## config.mk

```make
export PLATFORM = sky130hd
export DESIGN_NAME = duty_ramp_controller
export DESIGN_NICKNAME = d
export VERILOG_FILES = /design/src/rtl/pwm_pkg.sv /design/src/rtl/ramp_tick_gen.sv /design/src/rtl/duty_ramp_controller.sv
export SDC_FILE = /design/constraint.sdc
export NUM_CORES = 1
export LEC_CHECK = 0
export CAP_MARGIN = 15
export CORE_UTILIZATION = 50
export CTS_BUF_LIST = sky130_fd_sc_hd__clkbuf_2 sky130_fd_sc_hd__clkbuf_4 sky130_fd_sc_hd__clkbuf_8
export DETAILED_ROUTE_END_ITERATION = 16
export HOLD_SLACK_MARGIN = 0.03
export PLACE_DENSITY = 0.75
export SLEW_MARGIN = 5
export SYNTH_ARGS = -nofsm -noshare
export SYNTH_HDL_FRONTEND = slang
export SYNTH_HIERARCHICAL = 1
export SYNTH_SLANG_ARGS = --single-unit
```

## constraint.sdc

```tcl
create_clock -name clock -period 22.9 [get_ports clock]
set_input_delay 3.435 -clock clock [delete_from_list [all_inputs] [get_ports clock]]
set_output_delay 3.435 -clock clock [all_outputs]
set_load 0.05 [all_outputs]
```

## src/rtl/pwm_pkg.sv

```systemverilog
// Shared definitions for the PWM datapath: duty width, default period and
// the ramp controller state encoding.
package pwm_pkg;
  localparam int unsigned DUTY_W        = 32;
  localparam int unsigned PWM_MAX_COUNT = 255;

  typedef enum logic {IDLE, RAMP} ramp_state_t;
endpackage

```

## src/rtl/ramp_tick_gen.sv

```systemverilog
// Interval counter: pulses tick on the cycle the count sits at INTERVAL-1,
// wraps to 0 on that edge, holds while run is low.
module ramp_tick_gen #(
  parameter int unsigned INTERVAL = 256
) (
  input  logic clock,
  input  logic reset,
  input  logic clear,
  input  logic run,
  output logic tick
);
  localparam int unsigned   CNT_W = $clog2(INTERVAL + 1);
  localparam logic [CNT_W-1:0] LAST = CNT_W'(INTERVAL - 1);

  logic [CNT_W-1:0] cnt_q, cnt_d;

  assign tick = run && (cnt_q == LAST);

  always_comb begin
    cnt_d = cnt_q;
    if (clear)     cnt_d = '0;
    else if (tick) cnt_d = '0;
    else if (run)  cnt_d = cnt_q + 1'b1;
  end

  always_ff @(posedge clock) begin
    if (reset) cnt_q <= '0;
    else       cnt_q <= cnt_d;
  end
endmodule

```

## src/rtl/duty_ramp_controller.sv

```systemverilog
// Accepts duty setpoints over valid/ready and slews duty_cycle toward them by
// at most STEP_SIZE counts every STEP_INTERVAL enabled clocks.
module duty_ramp_controller
  import pwm_pkg::*;
#(
  parameter int unsigned MAX_COUNT     = PWM_MAX_COUNT,
  parameter int unsigned STEP_SIZE     = 4,
  parameter int unsigned STEP_INTERVAL = 256
) (
  input  logic              clock,
  input  logic              reset,
  input  logic [DUTY_W-1:0] target_duty,
  input  logic              target_valid,
  output logic              target_ready,
  input  logic              enable,
  output logic [DUTY_W-1:0] duty_cycle,
  output logic              busy,
  output logic              done,
  output logic              clamped
);
  localparam logic [DUTY_W-1:0] MAX_V  = DUTY_W'(MAX_COUNT);
  localparam logic [DUTY_W-1:0] STEP_V = DUTY_W'(STEP_SIZE);

  ramp_state_t       state_q, state_d;
  logic [DUTY_W-1:0] duty_q, duty_d, tgt_q, tgt_d;
  logic              done_q, done_d, clamped_q, clamped_d;
  logic              clear, tick;
  logic [DUTY_W-1:0] tgt_in, diff, stp;

  ramp_tick_gen #(.INTERVAL(STEP_INTERVAL)) u_tick (
    .clock (clock),
    .reset (reset),
    .clear (clear),
    .run   ((state_q == RAMP) && enable),
    .tick  (tick)
  );

  assign tgt_in = (target_duty > MAX_V) ? MAX_V : target_duty;
  // Unsigned magnitude of the remaining distance; the step never exceeds it.
  assign diff   = (tgt_q >= duty_q) ? (tgt_q - duty_q) : (duty_q - tgt_q);
  assign stp    = (diff < STEP_V) ? diff : STEP_V;

  always_comb begin
    state_d   = state_q;
    duty_d    = duty_q;
    tgt_d     = tgt_q;
    done_d    = 1'b0;
    clamped_d = 1'b0;
    clear     = 1'b0;
    case (state_q)
      IDLE: begin
        if (target_valid) begin
          clear     = 1'b1;
          tgt_d     = tgt_in;
          clamped_d = (target_duty > MAX_V);
          if (tgt_in != duty_q) state_d = RAMP;
          else                  done_d  = 1'b1;
        end
      end
      RAMP: begin
        if (tick) begin
          duty_d = (tgt_q > duty_q) ? (duty_q + stp) : (duty_q - stp);
          if (duty_d == tgt_q) begin
            state_d = IDLE;
            done_d  = 1'b1;
          end
        end
      end
      default: state_d = IDLE;
    endcase
  end

  always_ff @(posedge clock) begin
    if (reset) begin
      state_q   <= IDLE;
      duty_q    <= '0;
      tgt_q     <= '0;
      done_q    <= 1'b0;
      clamped_q <= 1'b0;
    end else begin
      state_q   <= state_d;
      duty_q    <= duty_d;
      tgt_q     <= tgt_d;
      done_q    <= done_d;
      clamped_q <= clamped_d;
    end
  end

  assign target_ready = (state_q == IDLE);
  assign busy         = (state_q == RAMP);
  assign duty_cycle   = duty_q;
  assign done         = done_q;
  assign clamped      = clamped_q;
endmodule

```

# Word-level counts from Yosys, hierarchy flattened
# Cells that the tools add are included.
# word_totals
reg_bits	76
word_cells	42
out_inout_bits	36
# op_classes
n_eq_ne	3
magnitude_cmp	4
addsub	5
mux	16
n_bitwise	2
reduce_logical	6
# ops
op	n
$mux W32	4
$sub A32 B32 Y32	3
$add A32 B32 Y32	1
$eq A32 B32 Y1	1
$ge A32 B32 Y1	1
$gt A32 B32 Y1	1
$gt A32 B8 Y1 const B	1
$lt A32 B3 Y1 const B	1
$ne A32 B32 Y1	1
$mux W1	10
$add A9 B1 Y9 const B	1
$eq A9 B8 Y1 const B	1
$reduce_or A3 Y1	2
$pmux W1 S2	2
$reduce_and A2 Y1	2
$logic_and A1 B1 Y1	2
$not A1 Y1	2

# Logic depth before layout (Yosys ltp)
# depth
word_depth	10
depth_mapped	35
mapped_depth_nobuf	30

# Hierarchy
# Netlist, hierarchy kept.
# modules_own_cells
module	seq_area_each_um2	area_per_inst_um2	cells_each	instances
duty_ramp_controller	1341.3	8829.7	1247	1
ramp_tick_gen	180.2	427.9	46	1

# Worst setup path after synthesis
# OpenSTA, ideal clock, no wires.
# synth_path
path_kind	reg-to-reg
start	register duty_q[1], in the netlist duty_cycle[1]
end	register state_q, in the netlist busy
path_slack_ns	14.928
t_arrival_ns	7.857
synth_period_minus_slack_ns	7.972
path_stages_with_launch	34
required_ns	22.785
path_cell_list	dfxtp_1 -> inv_1 -> fa_1 -> a211oi_1 -> o21ai_1 -> a21oi_2 -> o21ai_1 -> buf_2 -> buf_2 -> a2111oi_2 -> a21oi_1 -> xor2_1 -> or4_1 -> or4_1 -> buf_2 -> or3_1 -> ha_1 -> nand2_1 -> clkbuf_1 -> o21ai_0 -> ha_1 -> clkbuf_1 -> o21ai_0 -> o211a_1 -> o21ai_0 -> a211oi_1 -> o21ai_0 -> a31o_2 -> o31a_1 -> xnor2_1 -> a21oi_1 -> and4b_1 -> o2111ai_1 -> o21a_1
# synth_via
elab_chain_cells	10
word_cells_on_any_way	17
# synth_rtl
element	line_no	source
from (decl)	duty_ramp_controller.sv:25	logic [DUTY_W-1:0] duty_q, duty_d, tgt_q, tgt_d;
from (signal assigned)	duty_ramp_controller.sv:82	duty_q <= duty_d;
$sub A32 B32 Y32 or $ge A32 B32 Y1 (tied branches)	duty_ramp_controller.sv:40	assign diff = (tgt_q >= duty_q) ? (tgt_q - duty_q) : (duty_q - tgt_q);
$mux W32	duty_ramp_controller.sv:40	
$lt A32 B3 Y1	duty_ramp_controller.sv:41	assign stp = (diff < STEP_V) ? diff : STEP_V;
$mux W32	duty_ramp_controller.sv:41	
$sub A32 B32 Y32 or $add A32 B32 Y32 (tied branches)	duty_ramp_controller.sv:62	duty_d = (tgt_q > duty_q) ? (duty_q + stp) : (duty_q - stp);
$mux W32	duty_ramp_controller.sv:62	
$eq A32 B32 Y1	duty_ramp_controller.sv:63	if (duty_d == tgt_q) begin
$mux W1	duty_ramp_controller.sv:63	
$mux W1	duty_ramp_controller.sv:61	if (tick) begin
$pmux W1 S2 (*)	duty_ramp_controller.sv:50	case (state_q)
to (signal assigned)	duty_ramp_controller.sv:81	state_q <= state_d;
to (decl)	duty_ramp_controller.sv:24	ramp_state_t state_q, state_d;
# Every way passes the cells marked *; elsewhere a longest branch is shown, timed or not.
# A chain may end at the register's enable or synchronous reset.

# Worst setup path after layout
# Same ends and word-level chain as after synthesis.

==> out/qor.csv <==
stage;metric;value;unit
worst_setup_path;critPathLaunchType;register;
timing;final_max_slew_viol_count;0;
timing;timing.final.crit_period;9.94;ns
routing;routedWlPerCell;20.8;um
die;chipWidth;138;um
timing;worst_pin_slew;1.03;ns
worst_setup_path;worstPathArrival;10.21;ns
timing;final-hold-violation-count;0;
job;maxCapViolCount;0;
outcome;outcome;complete, no violations;
synth;syn-num-nets;1429;
timing;timing.slew.headroom;29.7;%
power;power.density_cell_area;42.6;nW/um^2
synth;syn_area;9260;um^2
finish;antennaDiodeCount;0;
power;worst_ir_drop_vdd;0.0000395;V
power;p_int;0.264;mW
die;initial_core_util;51.4;%
global_routing;maximum_number_of_pins_on_one_net_before_global_route_repair;70;
clock_network;worst_skew_pair.late_latency;0.37;ns
global_routing;number_of_global_route_vias_before_repair;9192;
synth;synth_seq_area_share;16.4;%
die;coreArea;18000;um^2
synth;post_synth_inst_count;1293;
power;power_frac_comb;41.8;%
global_routing;grt_pass1_wl;50.6;mm
routing;drc;0;
die;chipHeight;138;um
worst_hold_path;worstHoldPathType;reg2reg;
synth;synth.yosys.warnings;6;
global_routing;total_gr_overflow;0;
finish;final_area;10100;um^2
routing;avgViaCountPerCell;6.53;
placed_design;dpl.cell_count;1522;
global_routing;grt_use_met2;51.6;%
clock_network;cts_made_buffers;9;
power;power.switching_fraction;39.1;%
timing;setup_repair_after_global_routing_missed_its_margin;false;
synth;postSynth.topFlopCell;sky130_fd_sc_hd__dfxtp_1;
worst_setup_path;crit_required;23.17;ns
placed_design;dp_worst_setup_slack;13.22;ns
clock_network;cts.sink_count;76;
clock_network;cts_max_level;3;
timing;clock_skew;0.00864;ns
clock_network;maximum_root_to_sink_buffer_count;2;
placed_design;dpl_cell_area;9930;um^2
finish;design.final.nets;1440;
synth;async_flop_share;0;%
worst_setup_path;critPathKind;reg2reg;
power;total_leakage_power;4.06;nW
synth;postSynthRegisterBits;76;
placed_design;io_buffer_count;71;
global_routing;gr-usage-all-layers;33.0;%
timing;fmax;0.101;GHz
routing;drt_pass1_iterations;6;
timing;finalCritPeriodShare;43.4;%
power;clock_power_share;26.8;%
routing;detail-route-antenna-nets;0;
worst_setup_path;critical_path_peak_fanout;22;
power;part_of_the_power_in_registers;31.4;%
placed_design;routabilityCongestion;0.949;
routing;dr_total_vias;10000;
finish;drive_above_1_share;4.43;%
power;report.power.total;0.433;mW
clock_network;cts_setup_buffers;0;
finish;layout-area-overhead-vs-synth;9.61;%
clock_network;cts_hold_buf;0;
timing;finalHoldWorstSlack;0.483;ns
routing;postRouteWirelength;32.0;mm
synth;synth_enable_flop_cells;0;
synth;netlist.top_cell.by_area;sky130_fd_sc_hd__dfxtp_1;
synth;post-synth-top-count-cell;sky130_fd_sc_hd__a21oi_1;
global_routing;grt_busiest_layer;met2;
global_routing;antenna_found_initial;0;
synth;ys_types;87;
routing;drt_first_iter_violations;1103;
die;design.die.area;19100;um^2
die;total_number_of_placement_rows;49;
finish;post-route-util;56.3;%
synth;synth.top_cells.by_count;sky130_fd_sc_hd__a21oi_1, sky130_fd_sc_hd__nor2_1, sky130_fd_sc_hd__nand2_1;
die;boundaryPins;72;
clock_network;clkTransAtPathRegs;0.09;ns
worst_setup_path;critical_path.endpoint_type;register;
clock_network;number_of_resized_instances_in_the_post_cts_repair_step;0;
clock_network;clock_tree_from_tritoncts;done;
timing;final-setup-viol-count;0;
finish;post_layout_nonfiller_instances;1537;
synth;yosys-top-cells-area;sky130_fd_sc_hd__dfxtp_1, sky130_fd_sc_hd__ha_1, sky130_fd_sc_hd__a21oi_1;
synth;synth_top_cell_area_share;16.4;%
synth;synthesis.area_per_instance;7.16;um^2
global_routing;use_met1;47.1;%
placed_design;post-dp-hpwl;25.0;mm
timing;fin_ws;12.96;ns
clock_network;cts_root_buffer;sky130_fd_sc_hd__clkbuf_8;
timing;fin_tns_setup;0;ns
global_routing;globalRouteMet3Util;3.29;%
power;switching_power;0.169;mW
## cell usage in the layout, fill, tap and decap left out, types with 30 or more instances in the layout
cell,count
sky130_fd_sc_hd__ha_1,97
sky130_fd_sc_hd__o21ai_0,102
sky130_fd_sc_hd__clkdlybuf4s50_1,70
sky130_fd_sc_hd__nor2_1,109
sky130_fd_sc_hd__nand2_1,104
sky130_fd_sc_hd__inv_1,86
sky130_fd_sc_hd__a21o_1,30
sky130_fd_sc_hd__nor3_1,49
sky130_fd_sc_hd__a21oi_1,133
sky130_fd_sc_hd__xnor2_1,40
sky130_fd_sc_hd__nand4_1,35
sky130_fd_sc_hd__dfxtp_1,76
## state kept, by name, indices dropped and copies added (netlist names)
name,flops
tgt_q,32
busy,1
duty_cycle,32
done,1
clamped,1
u_tick/cnt_q,9
## kinds of logic after synthesis
kind of cell / count (synthesis) / synth area share, %
fa+ha+maj: 100 / 13.8
simple gates: 438 / 23.9
compound gates: 438 / 30.6
mux: 6 / 0.676
flops: 76 / 16.4
buf+inv: 167 / 7.77
xor+xnor: 68 / 6.88
## cell type report
type,count,area [um^2]
Sequential cell,76,1520
Multi-Input combinational cell,1050,7020
Inverter,86,323
Clock inverter,6,88.8
Fill cell,1782,7880
Clock buffer,9,124
Timing Repair Buffer,81,781
Tap cell,229,287
## worst max-delay path: stages (launching register included)
cell and delay, ns:
sky130_fd_sc_hd__dfxtp_1 0.59, sky130_fd_sc_hd__inv_1 0.15, sky130_fd_sc_hd__fa_1 0.51, sky130_fd_sc_hd__a211oi_1 0.32, sky130_fd_sc_hd__o21ai_1 0.20, sky130_fd_sc_hd__a21oi_2 0.26, sky130_fd_sc_hd__o21a_1 0.78, sky130_fd_sc_hd__nand2_1 0.48
sky130_fd_sc_hd__a21oi_1 0.27, sky130_fd_sc_hd__xor2_1 0.08, sky130_fd_sc_hd__or4_1 0.50, sky130_fd_sc_hd__or4_1 0.75, sky130_fd_sc_hd__or3_1 0.50, sky130_fd_sc_hd__ha_1 0.23, sky130_fd_sc_hd__nand2_1 0.40, sky130_fd_sc_hd__o21ai_0 0.16
sky130_fd_sc_hd__ha_1 0.40, sky130_fd_sc_hd__a2111oi_0 0.95, sky130_fd_sc_hd__a21oi_1 0.30, sky130_fd_sc_hd__xnor3_1 0.26, sky130_fd_sc_hd__o21ai_0 0.08, sky130_fd_sc_hd__nor4_1 0.48, sky130_fd_sc_hd__nand4_1 0.18, sky130_fd_sc_hd__nor4_1 0.31
sky130_fd_sc_hd__and4b_1 0.24, sky130_fd_sc_hd__o2111ai_1 0.21, sky130_fd_sc_hd__o21a_1 0.25
## per-layer routing
metal	vias to the layer above	share of wire (%)
li1	4754	-
met1	4738	44
met2	479	45
met3	63	8.3
met4	0	2.8
met5	-	0
## power groups by stage
stage	logic (mW)	clock network [mW]	registers [mW]
after detailed placement	0.176	0	0.139
after global routing	0.196	0.124	0.136
after floorplan	0.132	0	0.139
final	0.181	0.116	0.136
after CTS	0.177	0.118	0.136
after global placement	0.175	0	0.139
## worst paths after layout
check	start	to	slack [ns]	cells past startpoint
worst max register to register	duty_cycle[1]	busy	12.96	26
worst max-delay path	duty_cycle[1]	busy	12.96	26
worst min-delay path	u_tick/cnt_q[7]	u_tick/cnt_q[7]	0.48	2
worst min register to register	u_tick/cnt_q[7]	u_tick/cnt_q[7]	0.48	2
(Power assumes the default switching activity.)
